**src/rtl/bsg_manycore_eva_to_npa_pipe.sv**
```systemverilog
// bsg_manycore_eva_to_npa_pipe: translates a byte EVA into a network physical
// address (x, y, endpoint word address) through a single-entry output register.
// Optional error capture is enabled with BSG_MANYCORE_EVA_TO_NPA_ERR_CAPTURE_EN.
// Bit positions of the EVA classes assume data_width_p = 32.
module bsg_manycore_eva_to_npa_pipe #(
  parameter int data_width_p                 = 32,
  parameter int addr_width_p                 = 28,
  parameter int x_cord_width_p               = 4,
  parameter int y_cord_width_p               = 4,
  parameter int num_tiles_x_p                = 4,
  parameter int num_tiles_y_p                = 4,
  parameter int num_vcache_rows_p            = 2,
  parameter int vcache_block_size_in_words_p = 8,
  parameter int vcache_size_p                = 1024,
  parameter int err_count_width_p            = 8
) (
  input  logic                         clk_i,
  input  logic                         reset_i,
  input  logic                         v_i,
  output logic                         ready_o,
  input  logic [data_width_p-1:0]      eva_i,
  input  logic [x_cord_width_p-1:0]    tgo_x_i,
  input  logic [y_cord_width_p-1:0]    tgo_y_i,
  input  logic [x_cord_width_p-1:0]    tg_dim_x_i,
  input  logic [y_cord_width_p-1:0]    tg_dim_y_i,
  input  logic                         dram_enable_i,
  output logic                         v_o,
  input  logic                         yumi_i,
  output logic [x_cord_width_p-1:0]    x_cord_o,
  output logic [y_cord_width_p-1:0]    y_cord_o,
  output logic [addr_width_p-1:0]      epa_o,
  output logic                         is_invalid_addr_o,
  output logic                         err_v_o,
  output logic [data_width_p-1:0]      err_eva_o,
  output logic [err_count_width_p-1:0] err_count_o,
  input  logic                         err_clr_i
);

  localparam int BANKS = num_tiles_x_p * num_vcache_rows_p;
  localparam int LGB   = $clog2(BANKS);
  localparam int WO    = $clog2(vcache_block_size_in_words_p);
  localparam int LGS   = $clog2(vcache_size_p);
  localparam logic [data_width_p-1:0] WO_MASK  = (data_width_p'(1) << WO) - data_width_p'(1);
  localparam logic [data_width_p-1:0] LGS_MASK = (data_width_p'(1) << LGS) - data_width_p'(1);

  logic                      r_v;
  logic [x_cord_width_p-1:0] r_x;
  logic [y_cord_width_p-1:0] r_y;
  logic [addr_width_p-1:0]   r_epa;
  logic                      r_inv;

  logic                      w_accept;
  logic [data_width_p-1:0]   w_wd;
  logic [addr_width_p-1:0]   w_str_epa;
  logic [addr_width_p-1:0]   w_blk_epa;
  logic [5:0]                w_xo, w_yo;
  logic [LGB-1:0]            w_bank;
  logic [x_cord_width_p-1:0] w_x;
  logic [y_cord_width_p-1:0] w_y;
  logic [addr_width_p-1:0]   w_epa;
  logic                      w_inv;

  assign ready_o  = ~r_v | yumi_i;
  assign w_accept = v_i & ready_o;

  // DRAM word address without the class bit; the striped address squeezes
  // the bank-select field out from between line offset and line index.
  assign w_wd      = {3'b000, eva_i[data_width_p-2:2]};
  assign w_str_epa = addr_width_p'(((w_wd >> (WO + LGB)) << WO) | (w_wd & WO_MASK));
  assign w_blk_epa = addr_width_p'(w_wd & LGS_MASK);
  assign w_xo      = eva_i[22:17];
  assign w_yo      = eva_i[28:23];

  // EVA class decode and translation of the request being offered
  always_comb begin
    w_x    = '0;
    w_y    = '0;
    w_epa  = '0;
    w_inv  = 1'b0;
    w_bank = '0;
    if (eva_i[31]) begin
      if (~dram_enable_i & eva_i[30]) begin
        // host space
        w_y   = y_cord_width_p'(1);
        w_epa = {1'b1, eva_i[addr_width_p:2]};
      end else begin
        if (dram_enable_i) begin
          w_bank = eva_i[2+WO +: LGB];
          w_epa  = w_str_epa;
        end else begin
          w_bank = eva_i[2+LGS +: LGB];
          w_epa  = w_blk_epa;
        end
        w_x = x_cord_width_p'(32'(w_bank) % num_tiles_x_p);
        // bottom vcache row sits just below the last tile row
        if ((32'(w_bank) / num_tiles_x_p) != 32'd0)
          w_y = y_cord_width_p'(num_tiles_y_p + 1);
      end
    end else if (eva_i[30]) begin
      w_y   = y_cord_width_p'(eva_i[29:24]);
      w_x   = x_cord_width_p'(eva_i[23:18]);
      w_epa = addr_width_p'(eva_i[17:2]);
    end else if (eva_i[29]) begin
      if ((32'(w_xo) >= 32'(tg_dim_x_i)) || (32'(w_yo) >= 32'(tg_dim_y_i))) begin
        w_inv = 1'b1;
      end else begin
        w_x   = x_cord_width_p'(w_xo) + tgo_x_i;
        w_y   = y_cord_width_p'(w_yo) + tgo_y_i;
        w_epa = addr_width_p'(eva_i[16:2]);
      end
    end else begin
      w_inv = 1'b1;
    end
  end

  // output register: load on accept, drop valid when consumed without refill
  always_ff @(posedge clk_i) begin
    if (reset_i) begin
      r_v   <= 1'b0;
      r_x   <= '0;
      r_y   <= '0;
      r_epa <= '0;
      r_inv <= 1'b0;
    end else if (w_accept) begin
      r_v   <= 1'b1;
      r_x   <= w_x;
      r_y   <= w_y;
      r_epa <= w_epa;
      r_inv <= w_inv;
    end else if (yumi_i) begin
      r_v   <= 1'b0;
    end
  end

  assign v_o               = r_v;
  assign x_cord_o          = r_x;
  assign y_cord_o          = r_y;
  assign epa_o             = r_epa;
  assign is_invalid_addr_o = r_inv;

`ifdef BSG_MANYCORE_EVA_TO_NPA_ERR_CAPTURE_EN
  logic                         r_err_v;
  logic [data_width_p-1:0]      r_err_eva;
  logic [err_count_width_p-1:0] r_err_cnt;
  logic                         w_err_acc;

  assign w_err_acc = w_accept & w_inv;

  // sticky error capture: first bad EVA, saturating count; clear wins but
  // a coincident bad accept starts the new record
  always_ff @(posedge clk_i) begin
    if (reset_i) begin
      r_err_v   <= 1'b0;
      r_err_eva <= '0;
      r_err_cnt <= '0;
    end else if (err_clr_i) begin
      r_err_v   <= w_err_acc;
      r_err_eva <= w_err_acc ? eva_i : '0;
      r_err_cnt <= w_err_acc ? err_count_width_p'(1) : '0;
    end else if (w_err_acc) begin
      r_err_v <= 1'b1;
      if (~r_err_v)
        r_err_eva <= eva_i;
      if (r_err_cnt != '1)
        r_err_cnt <= r_err_cnt + err_count_width_p'(1);
    end
  end

  assign err_v_o     = r_err_v;
  assign err_eva_o   = r_err_eva;
  assign err_count_o = r_err_cnt;
`else
  logic w_unused_err_clr;
  assign w_unused_err_clr = err_clr_i;
  assign err_v_o     = 1'b0;
  assign err_eva_o   = '0;
  assign err_count_o = '0;
`endif

endmodule

```
**config.mk**
```make
export PLATFORM = sky130hd
export DESIGN_NAME = bsg_manycore_eva_to_npa_pipe
export DESIGN_NICKNAME = d
export VERILOG_FILES = /design/src/rtl/bsg_manycore_eva_to_npa_pipe.sv
export SDC_FILE = /design/constraint.sdc
export NUM_CORES = 1
export LEC_CHECK = 0
export ABC_AREA = 0
export BUFFER_PORTS_ARGS = -buffer_cell sky130_fd_sc_hd__buf_2
export CORE_ASPECT_RATIO = 0.6
export CORE_UTILIZATION = 30
export CTS_CLUSTER_SIZE = 14
export DETAILED_ROUTE_END_ITERATION = 12
export PLACE_DENSITY = 0.55
export SLEW_MARGIN = 10
export SYNTH_ARGS = -nofsm -noshare
export SYNTH_HDL_FRONTEND = slang
export SYNTH_SLANG_ARGS = --single-unit
```
**constraint.sdc**
```tcl
create_clock -name clk_i -period 2.26 [get_ports clk_i]
set_input_delay 0.452 -clock clk_i [delete_from_list [all_inputs] [get_ports clk_i]]
set_output_delay 0.452 -clock clk_i [all_outputs]
set_load 0.01 [all_outputs]
```
======== After elaboration in Yosys (flattened, before gate mapping) ========
Index checks and enable logic that the tools add are counted.
operators by class
  add/sub/neg operators ................... 2
  multipliers ............................. 0
  div/mod/pow operators ................... 0
  order comparisons ....................... 2
  eq/ne operators ......................... 0
  shift operators ......................... 0
  muxes and demuxes ....................... 26
  bitwise logic cells ..................... 6
  reduce and logical (&&, ||, !) cells .... 2
operators with widths
  cell                count
  $mux W28            2
  $mux W4             8
  $mux W15            2
  $mux W26            1
  $or A26 B3 Y26      1
  $mux W16            1
  $mux W3             5
  $ge A6 B4 Y1        2
  $add A4 B4 Y4       2
  $mux W1             6
  $and A1 B1 Y1       2
  $mux W2             1
  $not A1 Y1          2
  $reduce_bool A2 Y1  1
  $logic_or A1 B1 Y1  1
  $or A1 B1 Y1        1
word-level totals
  bits in registers ....................... 38
  bits in latches ......................... 0
  RAM bits ................................ 0
  bits in read-only memories .............. 0
  output and inout port bits .............. 80
  memories ................................ 0

======== Longest topological paths before layout ========
Gate-level depths: netlist of the first run.
  depth after elaboration ................. 7
  mapped depth ............................ 7
  mapped depth without buffers ............ 6

======== Worst setup path before layout of the first run ========
OpenSTA, ideal clock, no wires.
  path type ............................... input -> register
  start ................................... in tg_dim_x_i[3]
  end ..................................... reg r_epa[4] (netlist: epa_o[4])
  data arrival time ....................... 1.604 ns
  data required time ...................... 2.132 ns
  slack ................................... 0.528 ns
  stages on the path ...................... 7
  path buffers ............................ 1
  cell sequence ........................... inv_1 > ha_1 > o211ai_1 > o211a_1 > a211oi_2 > buf_6 > o31ai_1
between the ends
  word-level cells in the longest chain between the ends .. 6
RTL lines
  item                    RTL line  text
  start: declaration      24        input logic [x_cord_width_p-1:0] tg_dim_x_i,
  $ge A6 B4 Y1            104       if ((32'(w_xo) >= 32'(tg_dim_x_i)) || (32'(w_yo) >= 32'(tg_dim_y_i))) begin
  $logic_or A1 B1 Y1      104
  $mux W15                104
  $mux W15                103       end else if (eva_i[29]) begin
  $mux W16                99        end else if (eva_i[30]) begin
  $mux W28                81        if (eva_i[31]) begin
  end signal: assignment  128       r_epa <= w_epa;
  end: declaration        49        logic [addr_width_p-1:0] r_epa;
No other way between the ends.
A chain may end at the register's enable or synchronous reset.

======== Final worst setup path of the first run ========
  start ................................... in eva_i[17]
  end ..................................... reg r_epa[7] (netlist: epa_o[7])
between the ends
  word-level cells in the longest chain between the ends .. 6
RTL lines
  item                RTL line  text
  start: declaration  21        input logic [data_width_p-1:0] eva_i,
  $ge A6 B4 Y1        104
  $logic_or A1 B1 Y1  104
  $mux W15            104
  $mux W15            103
  $mux W16            99
  $mux W28            81
No other way between the ends.

==> run_results.csv, run 1 <==
group,metric,value,unit
sta,maxSlewViolCount,0,
floorplan,die_y,74.7,um
clock_network,cts_resized,0,
clock_network,tritoncts,"built",
clock_network,cts_hold_repair.buffers,0,
sta,fin_ws,0.459,ns
min_path,hold_class,"in -> reg",
clock_network,clockBufferDepth,2,
yosys,synth.avg_cell_area,8.45,um^2
clock_network,cts_root_buffer,"clkbuf_16",
finish,antenna_cells,0,
floorplan,dieWidth,123,um
placed_design,preCtsSetupSlack,0.165,ns
floorplan,die_area,0.00921,mm^2
placed_design,gp_congestion,0.802,
floorplan,ioPinCount,134,
worst_setup_path,worstPathCellList,"buf_2 > inv_1 > ha_1 > nor3b_1 > o211a_1 > a211oi_2 > buf_4 > o31ai_1",
drt,firstDrtPassIters,4,
sta,rsz0062_at_grt,"no",
worst_setup_path,slowest_delay,0.30,ns
placed_design,dp_cells,503,
power_and_ir_drop,comb_power_share,0.224,
placed_design,portBuffers,89,
clock_network,clock_sinks,38,
sta,period_share,0.797,
grt,antenna_found_initial,0,
sta,maxSlewHeadroom,0.655,
sta,fin_crit,1.80,ns
yosys,synthTopCellsByArea,"dfxtp_1 29%, buf_4 12%, ha_1 6.6%, nand3b_1 5.4%, o31ai_1 3.7%",
drt,vias,2464,
run,cap_violations,0,
grt,overflow,0,
placed_design,place_area,0.00305,mm^2
power_and_ir_drop,sequentialPowerShare,0.390,
status,status,"finished clean",
drt,wl_met3,676,um
clock_network,clk_pin_slew,0.06,ns
finish,final_core_util,0.375,
yosys,synth-seq-cells,38,
drt,drt-met1-wl,4040,um
power_and_ir_drop,ir_worst_vdd,0.000250,V
yosys,synth_edf_count,0,
drt,ant_nets,0,
floorplan,rows,26,
min_path,hold_path_depth,3,
worst_setup_path,worst_setup_path_end_kind,"flop",
drt,routed_wl,7860,um
worst_setup_path,start_kind,"input pin",
worst_setup_path,slowest_stage,"o211a_1",
finish,layout-drive-gt1-share,0.293,
yosys,synth_top_area_cell,"dfxtp_1",
finish,multi_input_area,0.00159,mm^2
yosys,async_reset_ff_frac,0,
grt,grt_pass1_wl,12000,um
yosys,synth_most_common_cell,"buf_4",
drt,drc,0,
drt,top_layer_used,"met4",
yosys,ys_top_cells_by_count,"42 x buf_4, 38 x dfxtp_1, 25 x nand2_1, 19 x nand3b_1, 15 x nand3_1",
grt,gr-usage-all-layers,0.175,
worst_setup_path,arrival,1.99,ns
yosys,synth_cells,313,
yosys,synth_area,0.00265,mm^2
power_and_ir_drop,p_sw,0.553,mW
sta,hold_violations,0,
power_and_ir_drop,clockPowerShare,0.386,
sta,finalSetupViolCount,0,
power_and_ir_drop,total_leakage_power,1.50,nW
clock_network,cts_max_level,2,
drt,first_iter_violations,153,
floorplan,coreArea,0.00852,mm^2
clock_network,cts_setup_buffers,0,
yosys,ys_warn_count,0,
finish,stdcell_area,0.00320,mm^2
sta,max_freq,555,MHz
power_and_ir_drop,p_int,1.31,mW
clock_network,clock_latency,0.29,ns
grt,grt_pass1_vias,2280,
sta,finClkSkew,0.00680,ns
finish,area.sequential,761,um^2
worst_setup_path,reg2reg_depth,6,
power_and_ir_drop,power_per_cell_area,582,mW/mm^2
worst_setup_path,path_class,"in -> reg",
placed_design,dp_hpwl,6110,um
sta,setup_tns,0,ns
worst_setup_path,worst_path_dominant_cell_family,"compound AO/OA/AOI/OAI gates",
worst_setup_path,required,2.45,ns
yosys,yosys_most_used_dff,"dfxtp_1",
finish,area_delta_synth_final,21.0,%
yosys,synth_top_area_frac,0.288,
worst_setup_path,cp_num_buf_inv,3,
power_and_ir_drop,swShare,0.297,
floorplan,start_util,0.310,
drt,wl_per_cell,15.4,um
clock_network,numCtsBuffers,5,
sta,tightestPinTransition,0.518,ns
yosys,ys_seq_area_frac,0.288,
finish,fin_cells,511,
worst_setup_path,cp_max_fo,13,
grt,grt_max_degree,30,
finish,layout.nets,468,
drt,wl_met2,3130,um
drt,vias_per_cell,4.82,
yosys,synth.distinct_cells,54,
worst_setup_path,cp_num_cells,8,
finish,fillers,915,
[per-layer routing]
| layer | global-route usage | up-vias |
|---|---|---|
| met3 | 0.0485 | 2 |
| met4 | 0.0469 | 0 |
| met1 | 0.263 | 1159 |
| met2 | 0.238 | 93 |
| li1 | - | 1210 |
| met5 | 0 | - |
[logic make-up after synthesis]
family | after synthesis | share of synthesized area
other | 1 | 0.00142
flip-flops | 38 | 0.288
multiplexers | 11 | 0.0426
AND/OR/NAND/NOR | 102 | 0.219
buffers and inverters | 73 | 0.170
AO/OA/AOI/OAI | 68 | 0.184
XOR/XNOR | 4 | 0.0132
adder cells (fa/ha/maj) | 16 | 0.0814
[flip-flops by register name, indices dropped and copies added (netlist names)]
name               cells
is_invalid_addr_o      1
epa_o                 28
v_o                    1
x_cord_o               4
y_cord_o               4
[tightest hold or removal path, stage by stage]
cell      delay, ns
buf_2          0.10
nand3b_1       0.06
o21ai_0        0.06
[through the flow]
stage | power (mW) | hold WS [ns]
6_report | 1.86 | 0.443
5_1_grt | 1.96 | 0.453
4_1_cts | 1.88 | 0.436
3_5_place_dp | 1.15 | 0.450
3_3_place_gp | 1.15 | 0.443
2_1_floorplan | 1.04 | 0.476
[layout make-up]
cell class | instances | share of cell area
Clock buffer | 7 | 0.0446
Multi-Input combinational cell | 242 | 0.496
Timing Repair Buffer | 99 | 0.163
Tap cell | 112 | 0.0438
Sequential cell | 38 | 0.238
Inverter | 12 | 0.0141
Clock inverter | 1 | 0.00156
[layout by cell type (no fill, tap or decap), types with 4 or more instances in the layout]
cell and count:
nand2_1 25, dfxtp_1 38, clkbuf_16 5, nor3b_1 5, and3_1 4, mux2i_1 9
conb_1 41, nand2b_1 7, buf_2 89, nand3b_1 19, a211oi_1 5, nand4b_1 4
o21ai_0 5, a21oi_1 12, o31ai_1 13, nor2_1 13, inv_1 11, nand3_1 15
a31oi_1 9, ha_1 14, o32ai_1 5, buf_4 10
[final timing paths]
check	from	to	slack, ns
max	eva_i[17]	epa_o[7]$_SDFFE_PP0P_	0.46
min	eva_i[3]	epa_o[1]$_SDFFE_PP0P_	0.44
max reg2reg	v_o$_SDFFE_PP0P_	is_invalid_addr_o$_SDFFE_PP0P_	0.67
min reg2reg	epa_o[25]$_SDFFE_PP0P_	epa_o[25]$_SDFFE_PP0P_	0.46
[power groups by stage]
stage	Clock (mW)	Sequential (mW)	Combinational, mW
final	0.719	0.725	0.417
after global routing	0.763	0.728	0.468
after CTS	0.737	0.725	0.418
after detailed placement	0	0.739	0.415
after global placement	0	0.739	0.411
after floorplan	0	0.755	0.283
(Power assumes the default switching activity.)
==> run 2: changes to the inputs <==
--- a/config.mk
+++ b/config.mk
@@ -5,13 +5,13 @@
 export SDC_FILE = /design/constraint.sdc
 export NUM_CORES = 1
 export LEC_CHECK = 0
-export ABC_AREA = 0
+export ABC_AREA = 1
 export BUFFER_PORTS_ARGS = -buffer_cell sky130_fd_sc_hd__buf_2
 export CORE_ASPECT_RATIO = 0.6
 export CORE_UTILIZATION = 30
 export CTS_CLUSTER_SIZE = 14
 export DETAILED_ROUTE_END_ITERATION = 12
-export PLACE_DENSITY = 0.55
+export PLACE_DENSITY = 0.56
 export SLEW_MARGIN = 10
 export SYNTH_ARGS = -nofsm -noshare
 export SYNTH_HDL_FRONTEND = slang
==> constraint.sdc (replaced) <==
create_clock -name clk_i -period 1.65 [get_ports clk_i]
set_input_delay 0.33 -clock clk_i [delete_from_list [all_inputs] [get_ports clk_i]]
set_output_delay 0.33 -clock clk_i [all_outputs]
set_load 0.01 [all_outputs]
==> run_results.csv, run 2 <==
group,metric,value,unit
yosys,ys_warn_count,0,
floorplan,die_area,0.00959,mm^2
clock_network,cts_max_level,2,
yosys,yosys_most_used_dff,"dfxtp_1",
drt,vias_per_cell,4.65,
worst_setup_path,path_class,"in -> reg",
grt,grt_max_degree,26,
sta,max_freq,672,MHz
sta,maxSlewViolCount,0,
yosys,synth-seq-cells,38,
placed_design,dp_cells,573,
worst_setup_path,startpoint,"eva_i[17]",
yosys,synth_top_area_cell,"dfxtp_1",
finish,fillers,930,
floorplan,rows,26,
floorplan,die_y,76.3,um
yosys,async_reset_ff_frac,0,
placed_design,portBuffers,89,
sta,fin_ws,0.162,ns
yosys,synth_most_common_cell,"nand2_1",
worst_setup_path,reg2reg_from,"v_o$_SDFFE_PP0P_",
finish,final_common_cell,"buf_2",
worst_setup_path,rr_endpoint,"x_cord_o[2]$_SDFFE_PP0P_",
yosys,synth.avg_cell_area,7.49,um^2
yosys,synth_area,0.00276,mm^2
min_path,hold_class,"in -> reg",
clock_network,cts_root_buffer,"clkbuf_16",
power_and_ir_drop,total_power,2.59,mW
sta,fin_crit,1.49,ns
drt,firstDrtPassIters,4,
floorplan,coreArea,0.00872,mm^2
clock_network,cts_setup_buffers,0,
placed_design,gp_congestion,0.816,
finish,area_delta_synth_final,24.1,%
power_and_ir_drop,ir_worst_vdd,0.000298,V
worst_setup_path,reg2reg_depth,7,
clock_network,tritoncts,"built",
drt,first_iter_violations,122,
status,status,"finished clean",
clock_network,cts_hold_repair.buffers,0,
yosys,synth_cells,368,
min_path,hold_path_depth,3,
finish,area.sequential,761,um^2
clock_network,clockBufferDepth,2,
worst_setup_path,required,1.87,ns
drt,routed_wl,8000,um
finish,fin_cells,580,
yosys,synth_edf_count,0,
worst_setup_path,cp_max_fo,3,
yosys,ys_top_cells_by_count,"55 x nand2_1, 44 x buf_4, 40 x a21oi_1, 38 x dfxtp_1, 27 x inv_1",
drt,ant_nets,0,
grt,grt_pass1_vias,2461,
worst_setup_path,worst_setup_path_end_kind,"flop",
finish,multi_input_area,0.00159,mm^2
min_path,hold_start,"eva_i[3]",
grt,overflow,0,
sta,rsz0062_at_grt,"yes",
finish,layout.nets,538,
run,cap_violations,0,
placed_design,dp_hpwl,6360,um
sta,period_share,0.902,
yosys,synthTopCellsByArea,"dfxtp_1 28%, buf_4 12%, nand2_1 7.5%, a21oi_1 7.3%, ha_1 6.4%",
yosys,synth_top_area_frac,0.276,
floorplan,dieWidth,126,um
drt,wl_per_cell,13.8,um
clock_network,numCtsBuffers,5,
worst_setup_path,start_kind,"input pin",
clock_network,clock_sinks,38,
placed_design,preCtsSetupSlack,-0.151,ns
drt,vias,2695,
finish,antenna_cells,0,
power_and_ir_drop,power_per_cell_area,756,mW/mm^2
power_and_ir_drop,total_leakage_power,1.70,nW
worst_setup_path,arrival,1.71,ns
grt,gr-usage-all-layers,0.166,
clock_network,clock_latency,0.28,ns
drt,drc,0,
sta,setup_tns,0,ns
sta,finalSetupViolCount,0,
clock_network,clk_pin_slew,0.06,ns
placed_design,place_area,0.00327,mm^2
worst_setup_path,regToRegSetupSlack,0.22,ns
finish,stdcell_area,0.00342,mm^2
grt,grt_pass1_wl,12600,um
floorplan,start_util,0.316,
finish,layout-drive-gt1-share,0.346,
sta,finClkSkew,0.00579,ns
min_path,min_to,"epa_o[1]$_SDFFE_PP0P_",
sta,hold_violations,0,
grt,antenna_found_initial,0,
yosys,ys_seq_area_frac,0.276,
finish,largest_reg_flops,28,
yosys,synth.distinct_cells,40,
floorplan,ioPinCount,134,
finish,final_cell_mix,"89 x buf_2, 55 x nand2_1, 41 x conb_1",
==> run 2: through the flow <==
step                hold slack [ns]   util
detailed placement            0.453  0.376
global route                  0.321  0.393
global placement              0.448  0.376
finish                        0.310  0.393
floorplan                     0.473      -
CTS                           0.309  0.391
==> run 2: metal layers <==
layer	up-vias	share of wire	global-route usage
met1	1221	0.51	0.253
li1	1346	-	-
met3	8	0.099	0.0449
met2	120	0.39	0.227
met5	-	0	0
met4	0	0.0069	0.0349
==> run 2: cell type report <==
class | count | share of cell area
Clock buffer | 5 | 0.0365
Clock inverter | 2 | 0.00292
Inverter | 36 | 0.0409
Multi-Input combinational cell | 272 | 0.466
Sequential cell | 38 | 0.222
Tap cell | 112 | 0.0409
Timing Repair Buffer | 115 | 0.191
==> run 2: cells by family after synthesis <==
| family | after synthesis | synth area share |
|---|---|---|
| fa+ha+maj | 16 | 0.0780 |
| xor+xnor | 6 | 0.0191 |
| buf+inv | 98 | 0.206 |
| other cells | 1 | 0.00136 |
| flops | 38 | 0.276 |
| simple gates | 112 | 0.207 |
| compound gates | 97 | 0.213 |
==> run 2: worst max-delay path: stages <==
cell and delay, ns:
buf_2 0.12, ha_1 0.22, fa_1 0.38, xnor2_1 0.17, a211oi_1 0.25, nand2_2 0.12
a21oi_2 0.12
==> run 2: worst max-delay path by stage <==
| stage | to | slack [ns] | depth (start not counted) |
|---|---|---|---|
| floorplan | x_cord_o[2]$_SDFFE_PP0P_ | 0.15 | 6 |
| detailed placement | epa_o[5]$_SDFFE_PP0P_ | -0.15 | 10 |
| CTS | epa_o[5]$_SDFFE_PP0P_ | 0.14 | 10 |
| global route | epa_o[3]$_SDFFE_PP0P_ | -0.01 | 12 |
| finish | x_cord_o[2]$_SDFFE_PP0P_ | 0.16 | 7 |
| global placement | x_cord_o[2]$_SDFFE_PP0P_ | -0.11 | 7 |
==> run 2: power by group <==
group	switching [mW]	total (mW)	internal, mW
clock	0.379	0.925	0.546
sequential	0.0253	0.994	0.969
combinational	0.413	0.669	0.256
total	0.817	2.59	1.77
==> run 2: what timing repair did <==
item,CTS,global route
gates resized for setup,0,2
setup endpoints to repair,0,10
endpoints found under the hold margin,0,0
